<file path="config.mk">
export PLATFORM = sky130hd
export DESIGN_NAME = mult_job_scheduler
export DESIGN_NICKNAME = d
export VERILOG_FILES = /design/src/rtl/mult_sched_pkg.sv /design/src/rtl/mult_job_scheduler_rr_arbiter.sv /design/src/rtl/mult_job_scheduler.sv
export SDC_FILE = /design/constraint.sdc
export NUM_CORES = 1
export LEC_CHECK = 0
export CAP_MARGIN = 25
export CORE_UTILIZATION = 42
export DETAILED_ROUTE_END_ITERATION = 7
export PLACE_DENSITY = 0.77
export SLEW_MARGIN = 20
export SYNTH_ARGS = -nofsm -noshare
export SYNTH_HDL_FRONTEND = slang
export SYNTH_SLANG_ARGS = --single-unit
</file>
<file path="constraint.sdc">
create_clock -name clk -period 3.9 [get_ports clk]
set_clock_uncertainty 0.05 [all_clocks]
set_input_delay 0.39 -clock clk [delete_from_list [all_inputs] [get_ports clk]]
set_output_delay 0.39 -clock clk [all_outputs]
set_load 0.01 [all_outputs]
</file>
<file path="src/rtl/mult_sched_pkg.sv">
// Shared types and constants for the multiply job scheduler.
package mult_sched_pkg;

  typedef enum logic [2:0] {
    ST_IDLE,
    ST_AW,
    ST_W,
    ST_B,
    ST_AR,
    ST_R,
    ST_RESP
  } state_e;

  localparam int unsigned DEF_SZ    = 32;
  localparam int unsigned DEF_DSZ   = 8;
  localparam int unsigned DEF_NB    = DEF_SZ / DEF_DSZ;
  localparam int unsigned DEF_NXFER = 2 * DEF_NB;

  // AXI response encoding used by the slave: 1 means ok.
  localparam logic RESP_OK = 1'b1;

  function automatic int unsigned calc_nb(input int unsigned sz, input int unsigned dsz);
    return sz / dsz;
  endfunction

endpackage

</file>
<file path="src/rtl/mult_job_scheduler_rr_arbiter.sv">
// Combinational round-robin arbiter: grants the first request at or after ptr_i.
module rr_arbiter #(
  parameter  int NREQ = 2,
  localparam int PW   = (NREQ > 1) ? $clog2(NREQ) : 1
) (
  input  logic [NREQ-1:0] req_i,
  input  logic [PW-1:0]   ptr_i,
  output logic [NREQ-1:0] gnt_o,
  output logic            any_o
);

  // Scan requesters starting at the pointer, wrapping, and take the first one.
  always_comb begin
    int unsigned idx;
    gnt_o = '0;
    any_o = 1'b0;
    idx   = 0;
    for (int unsigned off = 0; off < int'(NREQ); off++) begin
      idx = (32'(ptr_i) + off) % int'(NREQ);
      if (!any_o && req_i[idx]) begin
        gnt_o[idx] = 1'b1;
        any_o      = 1'b1;
      end
    end
  end

endmodule

</file>
<file path="src/rtl/mult_job_scheduler.sv">
// Arbitrating job sequencer in front of an AXI4-Lite multiplier slave.
// Optional handshake timeout: define MULT_SCHED_TIMEOUT_EN.
module mult_job_scheduler
  import mult_sched_pkg::*;
#(
  parameter int SZ   = int'(DEF_SZ),
  parameter int ASZ  = 4,
  parameter int DSZ  = int'(DEF_DSZ),
  parameter int NREQ = 2,
  parameter int TMO  = 255
) (
  input  logic                clk,
  input  logic                rst,
  input  logic [NREQ-1:0]     req_valid,
  input  logic [NREQ*SZ-1:0]  req_a,
  input  logic [NREQ*SZ-1:0]  req_b,
  output logic [NREQ-1:0]     req_ready,
  output logic [NREQ-1:0]     rsp_valid,
  input  logic [NREQ-1:0]     rsp_ready,
  output logic [2*SZ-1:0]     rsp_data,
  output logic                rsp_err,
  output logic                busy,
  output logic [ASZ-1:0]      awaddr,
  output logic                awvalid,
  input  logic                awready,
  output logic [DSZ-1:0]      wdata,
  output logic                wvalid,
  input  logic                wready,
  input  logic                bresp,
  input  logic                bvalid,
  output logic                bready,
  output logic [ASZ-1:0]      araddr,
  output logic                arvalid,
  input  logic                arready,
  input  logic [DSZ-1:0]      rdata,
  input  logic                rvalid,
  output logic                rready,
  input  logic                rresp
);

  localparam int unsigned NB = calc_nb(SZ, DSZ);
  localparam int unsigned NT = 2 * NB;
  localparam int          IW = (NT > 1) ? $clog2(NT) : 1;
  localparam int          PW = (NREQ > 1) ? $clog2(NREQ) : 1;

  state_e              state_q, state_d;
  logic [PW-1:0]       ptr_q, ptr_d;
  logic [NREQ-1:0]     gnt_q, gnt_d;
  logic [2*SZ-1:0]     ops_q, ops_d;   // {b, a}: byte k of this vector is write address k
  logic [IW-1:0]       idx_q, idx_d;
  logic                err_q, err_d;
  logic [2*SZ-1:0]     data_q, data_d;

  logic [NREQ-1:0]     arb_gnt;
  logic                arb_any;
  logic [PW-1:0]       gidx;
  logic                last;

  rr_arbiter #(.NREQ(NREQ)) u_arb (
    .req_i (req_valid),
    .ptr_i (ptr_q),
    .gnt_o (arb_gnt),
    .any_o (arb_any)
  );

`ifdef MULT_SCHED_TIMEOUT_EN
  localparam int TW = $clog2(TMO + 1);
  logic [TW-1:0] tmo_q, tmo_d;
`else
  logic unused_cfg;
  assign unused_cfg = |32'(TMO);
`endif

  // Next-state logic: grant in IDLE, then walk the 8 writes and 8 reads.
  always_comb begin
    state_d = state_q;
    ptr_d   = ptr_q;
    gnt_d   = gnt_q;
    ops_d   = ops_q;
    idx_d   = idx_q;
    err_d   = err_q;
    data_d  = data_q;
    gidx    = '0;
    for (int unsigned i = 0; i < int'(NREQ); i++) begin
      if (arb_gnt[i]) gidx = PW'(i);
    end
    last = (idx_q == IW'(NT - 1));

    case (state_q)
      ST_IDLE: begin
        if (arb_any) begin
          gnt_d   = arb_gnt;
          ops_d   = {req_b[gidx*SZ +: SZ], req_a[gidx*SZ +: SZ]};
          ptr_d   = (int'(gidx) == NREQ - 1) ? '0 : gidx + PW'(1);
          err_d   = 1'b0;
          idx_d   = '0;
          data_d  = '0;
          state_d = ST_AW;
        end
      end
      ST_AW: if (awready) state_d = ST_W;
      ST_W:  if (wready)  state_d = ST_B;
      ST_B: begin
        if (bvalid) begin
          err_d = err_q | (bresp != RESP_OK);
          if (last) begin
            idx_d   = '0;
            state_d = ST_AR;
          end else begin
            idx_d   = idx_q + IW'(1);
            state_d = ST_AW;
          end
        end
      end
      ST_AR: if (arready) state_d = ST_R;
      ST_R: begin
        if (rvalid) begin
          data_d[idx_q*DSZ +: DSZ] = rdata;
          err_d = err_q | (rresp != RESP_OK);
          if (last) begin
            state_d = ST_RESP;
          end else begin
            idx_d   = idx_q + IW'(1);
            state_d = ST_AR;
          end
        end
      end
      ST_RESP: begin
        if (|(rsp_ready & gnt_q)) begin
          gnt_d   = '0;
          err_d   = 1'b0;
          data_d  = '0;
          state_d = ST_IDLE;
        end
      end
      default: state_d = ST_IDLE;
    endcase

`ifdef MULT_SCHED_TIMEOUT_EN
    // Timeout overrides whatever the handshake logic chose; counter restarts on any state change.
    tmo_d = '0;
    if (state_q inside {ST_AW, ST_W, ST_B, ST_AR, ST_R}) begin
      if (tmo_q == TW'(TMO - 1)) begin
        state_d = ST_RESP;
        err_d   = 1'b1;
        idx_d   = '0;
      end else if (state_d == state_q) begin
        tmo_d = tmo_q + TW'(1);
      end
    end
`endif
  end

  // State and datapath registers.
  always_ff @(posedge clk or posedge rst) begin
    if (rst) begin
      state_q <= ST_IDLE;
      ptr_q   <= '0;
      gnt_q   <= '0;
      ops_q   <= '0;
      idx_q   <= '0;
      err_q   <= 1'b0;
      data_q  <= '0;
    end else begin
      state_q <= state_d;
      ptr_q   <= ptr_d;
      gnt_q   <= gnt_d;
      ops_q   <= ops_d;
      idx_q   <= idx_d;
      err_q   <= err_d;
      data_q  <= data_d;
    end
  end

`ifdef MULT_SCHED_TIMEOUT_EN
  // Handshake timeout counter.
  always_ff @(posedge clk or posedge rst) begin
    if (rst) tmo_q <= '0;
    else     tmo_q <= tmo_d;
  end
`endif

  // Acceptance pulse is combinational in IDLE; masked during reset so outputs read 0.
  assign req_ready = (state_q == ST_IDLE && !rst) ? arb_gnt : '0;
  assign rsp_valid = (state_q == ST_RESP) ? gnt_q  : '0;
  assign rsp_data  = (state_q == ST_RESP) ? data_q : '0;
  assign rsp_err   = (state_q == ST_RESP) ? err_q  : 1'b0;
  assign busy      = (state_q != ST_IDLE);
  assign awvalid   = (state_q == ST_AW);
  assign awaddr    = (state_q == ST_AW) ? ASZ'(idx_q) : '0;
  assign wvalid    = (state_q == ST_W);
  assign wdata     = (state_q == ST_W) ? ops_q[idx_q*DSZ +: DSZ] : '0;
  assign bready    = (state_q == ST_B);
  assign arvalid   = (state_q == ST_AR);
  assign araddr    = (state_q == ST_AR) ? ASZ'(idx_q) : '0;
  assign rready    = (state_q == ST_R);

endmodule

</file>
; ---- Word-level counts from Yosys, hierarchy flattened
; Cells that the tools add are included.
[word_totals]
reg_bits = 138
inputBits = 149
output_inout_bits = 91
elab_cells = 110
[classes]
addsub = 4
n_lt_le_gt_ge = 4
n_eq_ne = 15
n_shift = 5
n_mux = 50
bitwise_logic = 6
n_reduce_logical = 19
[op_table]
columns = cell, count
row1 = 2-to-1 mux 64 bit, 4
row2 = one-hot mux 64 bit (3 select lines), 1
row3 = variable part select 64 x 7 -> 32 bit, 2
row4 = bitwise mux 64 bit, 1
row5 = variable shift 8 x 34 -> 64 bit (first input constant), 1
row6 = variable part select 64 x 7 -> 8 bit, 1
row7 = variable part select 8 x 34 -> 64 bit, 1
row8 = 2-to-1 mux 3 bit, 15
row9 = negation 6 -> 34 bit, 1
row10 = one-hot mux 3 bit (7 select lines), 1
row11 = 2-to-1 mux 1 bit, 15
row12 = 2-to-1 mux 2 bit, 7
row13 = equality test 3 bit (second input constant), 4
row14 = != test 2 bit (second input constant), 5
row15 = AND reduction 5 bit, 2
row16 = one-hot mux 3 bit (3 select lines), 1
row17 = nonzero test 3 bit, 3
row18 = 2-to-1 mux 8 bit, 1
row19 = AND reduction 7 bit, 1
row20 = equality test 3 x 2 -> 1 bit (second input constant), 2
row21 = != test 2 x 1 -> 1 bit (second input constant), 3
row22 = logical AND 1 bit, 4
row23 = < comparator 1 x 2 -> 1 bit (second input constant), 2
row24 = one-hot mux 1 bit (4 select lines), 1
row25 = other kinds (18), 24

; ---- Longest topological paths before layout
[depth]
ltp_word = 10
ltp_mapped = 11
ltp_nobuf = 8

; ---- Hierarchy
; From an unflattened synthesis, not the netlist that was laid out.
[unflattened]
cells_unflattened = 730
area_unflattened_um2 = 7367.1
[modules_own_cells]
columns = mod, instances, cells_each, area_per_inst_um2, seq_area_each_um2
row1 = mult_job_scheduler, 1, 726, 7342.0, 3453.3
row2 = rr_arbiter, 1, 4, 25.0, 0.0

; ---- Least setup slack after synthesis
; OpenSTA, ideal clock, no wires.
[synth_timing]
kind = flip-flop to flip-flop
from = register idx_q[1]
to = register data_q[0]
setup_ns = 0.066
arrival_time_ns = 2.362
required_ns = 3.784
setup_slack_ns = 1.422
stages_incl_launch_ff = 12
path_buffers = 3
period_less_slack_ns = 2.478
path_cell_list = dfrtp_1 -> buf_2 -> buf_2 -> inv_1 -> ha_1 -> ha_1 -> nor2_1 -> nand2_1 -> nor4_1 -> and3_1 -> clkbuf_1 -> a22o_1
[synth_via]
elab_chain_cells = 5
word_cells_on_any_way = 6
cone_classes = add/sub: 1 / shift: 2 / mux: 3
[synth_rtl]
columns = item, line
row1 = from (decl), mult_job_scheduler.sv:50  ; logic [IW-1:0] idx_q, idx_d;
row2 = from (signal assigned), mult_job_scheduler.sv:169  ; idx_q <= idx_d;
row3 = negation 6 -> 34 bit *, mult_job_scheduler.sv:118  ; data_d[idx_q*DSZ +: DSZ] = rdata;
row4 = variable part select 8 x 34 -> 64 bit or variable shift 8 x 34 -> 64 bit (tied branches), mult_job_scheduler.sv:118
row5 = bitwise mux 64 bit *, mult_job_scheduler.sv:118
row6 = 2-to-1 mux 64 bit *, mult_job_scheduler.sv:117  ; if (rvalid) begin
row7 = one-hot mux 64 bit (3 select lines) *, mult_job_scheduler.sv:89  ; case (state_q)
row8 = to (signal assigned), mult_job_scheduler.sv:171  ; data_q <= data_d;
row9 = to (decl), mult_job_scheduler.sv:52  ; logic [2*SZ-1:0] data_q, data_d;
; Every way passes the cells marked *; elsewhere a longest branch is shown, timed or not. The select of a mux whose other input is x is not followed.
; A chain may end at the register's enable or synchronous reset.

; ---- Worst setup path in the final report
[layout_timing]
from = register state_q[2]
to = output rsp_data[29]
[layout_via]
elab_chain_cells = 2
[layout_rtl]
columns = item, line
row1 = from (decl), mult_job_scheduler.sv:46  ; state_e state_q, state_d;
row2 = from (signal assigned), mult_job_scheduler.sv:165  ; state_q <= state_d;
row3 = equality test 3 bit, mult_job_scheduler.sv:186  ; assign rsp_data = (state_q == ST_RESP) ? data_q : '0;
row4 = 2-to-1 mux 64 bit, mult_job_scheduler.sv:186
row5 = to (decl), mult_job_scheduler.sv:20  ; output logic [2*SZ-1:0] rsp_data,
; Every way passes these cells.

==> impl_metrics.env <==
export IMPL_worstSkewPairLatency_ns=0.41
export IMPL_worst_setup_path_type="flip-flop to output pin"
export IMPL_cap_violations=0
export IMPL_pwr_share_comb=0.330
export IMPL_avgViaCountPerCell=5.31
export IMPL_synth_edf_count=0
export IMPL_antenna_found_initial=0
export IMPL_cp_required_ns=3.46
export IMPL_dp_hpwl_um=13900
export IMPL_cts_resized=0
export IMPL_whs_path_depth=2
export IMPL_outcome="complete, no violations"
export IMPL_tightest_slew_ns=0.820
export IMPL_cts_root_buf="clkbuf_16"
export IMPL_synthMostInstantiatedCell="dfrtp_1"
export IMPL_powerDensity_nw_per_um2=521
export IMPL_io_pins=240
export IMPL_totalWireLength_um=19100
export IMPL_power_total_uw=5370
export IMPL_r2r_end="data_q[2]"
export IMPL_p_leak_uw=0.00458
export IMPL_instances_no_fill=1139
export IMPL_end_kind="output pin"
export IMPL_peakVddDrop_v=0.000319
export IMPL_syn_mean_instance_area_um2=10.4
export IMPL_vias=6052
export IMPL_r2r_slack_ns=1.24
export IMPL_drv_slew=0
export IMPL_cts_sinks=138
export IMPL_finalSetupTns_ns=0
export IMPL_slew_headroom=0.453
export IMPL_firstDrtPassIters=4
export IMPL_fmax_mhz=314
export IMPL_grt_busiest_layer="met2"
export IMPL_clockBufferDepth=2
export IMPL_place_inst=1108
export IMPL_synth_area_top_cells="dfrtp_1, mux2i_1, and2_1, o21ai_0, mux4_2"
export IMPL_drcViolationCount=0
export IMPL_ys_async_sr_fraction=1.00
export IMPL_clkPwrFrac=0.287
export IMPL_drt_first_iter_violations=442
export IMPL_crit_arrival_ns=2.75
export IMPL_critical_path_max_fanout=70
export IMPL_grt_first_pass_wirelength_um=30500
export IMPL_synth_cell_types=46
export IMPL_cts_made_buffers=17
export IMPL_track_usage=0.223
export IMPL_setup_violations=0
export IMPL_worstReg2RegStart="idx_q[0]"
export IMPL_ys_flop_type="dfrtp_1"
export IMPL_use_met1=0.283
export IMPL_grt_pass1_vias=5894
export IMPL_final_nets=1061
export IMPL_drtAntennaViolNets=0
export IMPL_clk_pin_slew_worst_paths_ns=0.05
export IMPL_cts_max_level=4
export IMPL_fp_dieW_um=133
export IMPL_use_met3=0.0494
export IMPL_yosysWarningCount=0
export IMPL_synth_top_cells_by_count="dfrtp_1, nand2_1, o21ai_0"
export IMPL_grt_max_degree=139
export IMPL_diodes=0
export IMPL_holdBufCountCts=0
export IMPL_core_area_um2=16600
export IMPL_rows=47
export IMPL_cts_tree="built"
export IMPL_hold_class="flip-flop to flip-flop"
export IMPL_io_buffers=237
export IMPL_netlist_area_um2=7200
export IMPL_hold_end="ops_q[9]"
export IMPL_finalHoldViolCount=0
export IMPL_die_h_um=133
export IMPL_synth_largest_area_cell="dfrtp_1"
export IMPL_swShare=0.332
export IMPL_gp_congestion=0.833
export IMPL_final_util=0.620
export IMPL_syn_to_final_growth_pct=43.1
export IMPL_synth_seq_cells=138
export IMPL_grt_overflow_total=0
export IMPL_period_share=0.817
export IMPL_dieArea_um2=17700
export IMPL_p_sw_uw=1780
export IMPL_wire_per_inst_um=16.8
export IMPL_min_from="ops_q[9]"
export IMPL_critPathLaunchType="flip-flop"
export IMPL_use_met2=0.372
export IMPL_p_seq_frac=0.383
export IMPL_yosys_area_top_type_share=0.479
export IMPL_finalCriticalPeriod_ns=3.19
export IMPL_intPower_uw=3590
export IMPL_reg2regPathDepth=9
export IMPL_rsz0062_at_grt="false"
export IMPL_post_synth_inst_count=695
export IMPL_ys_seq_area_frac=0.479
export IMPL_initial_utilization=0.433
export IMPL_drive_above_1_share=0.0740
export IMPL_postCtsSetupRepairBufs=0
==> registers in the layout, summed over array words and instances, names as in the netlist <==
name and cells:
data_q 64, ops_q 64, idx_q 3, state_q 3, gnt_q 2, err_q 1, ptr_q 1
==> stage by stage <==
stage | hold WS [ns] | area, um2 | setup WS (ns)
2_1_floorplan | 0.395 | 7210 | 1.42
5_1_grt | 0.449 | 10300 | 0.588
3_3_place_gp | 0.406 | 9750 | 1.19
6_report | 0.422 | 10300 | 0.712
3_5_place_dp | 0.415 | 9750 | 1.17
4_1_cts | 0.427 | 10300 | 0.712
==> power groups by stage <==
stage               Clock, uW  Combinational (uW)  Sequential, uW
floorplan                   0                1300            1940
global placement            0                1740            2060
detailed placement          0                1780            2080
CTS                      1560                1790            2060
global route             1620                1990            2110
finish                   1540                1770            2060
==> how the worst max path moves through the flow <==
stage	slack (ns)	to	startpoint
floorplan	1.42	data_q[0]	idx_q[1]
global placement	1.19	req_ready[1]	req_valid[0]
detailed placement	1.17	rsp_data[29]	state_q[2]
CTS	0.71	rsp_data[29]	state_q[2]
global route	0.59	rsp_data[14]	state_q[2]
finish	0.71	rsp_data[29]	state_q[2]
==> worst max-delay path, stage by stage (launching register included) <==
cell and delay [ns]:
dfrtp_1 0.87, and3b_1 0.25, buf_4 0.42, and2_1 0.22, clkdlybuf4s50_1 0.54
==> cell type report <==
class	count	area [um2]
fillers	1374	6330
multi-input cells	491	3480
flip-flops and latches	138	3450
repair buffers	248	2490
clock buffers	24	472
well taps	220	275
clock inverters	7	92.6
inverters	11	45.0
==> cell families (layout without fill, tap and decap cells) <==
kind of cell / after synthesis / after routing / share of synthesized area
flops: 138 / 138 / 0.479
simple gates: 224 / 224 / 0.161
other cells: 1 / 2 / 0.000521
fa+ha+maj: 5 / 5 / 0.00868
compound gates: 177 / 177 / 0.166
mux: 83 / 83 / 0.143
buf+inv: 67 / 290 / 0.0412
==> layout by cell type, fill, tap and decap left out, drive strengths merged, types with 3 or more instances in the layout <==
master	count
a21oi	14
a22o	40
a31oi	4
a32o	22
and2	69
buf	11
clkbuf	24
clkdlybuf4s50	237
clkinv	5
dfrtp	138
ha	5
inv	10
mux2i	66
mux4	16
nand2	94
nand2b	7
nand3	3
nor2	28
nor3	11
o21ai	85
o2bb2ai	3
==> routing by layer <==
| metal | routed length (um) | share of wire |
|---|---|---|
| met2 | 9380 | 0.49 |
| met4 | 365 | 0.019 |
| met5 | 0 | 0 |
| met1 | 7930 | 0.41 |
| met3 | 1440 | 0.075 |
Power figures use the tool's default switching activity.
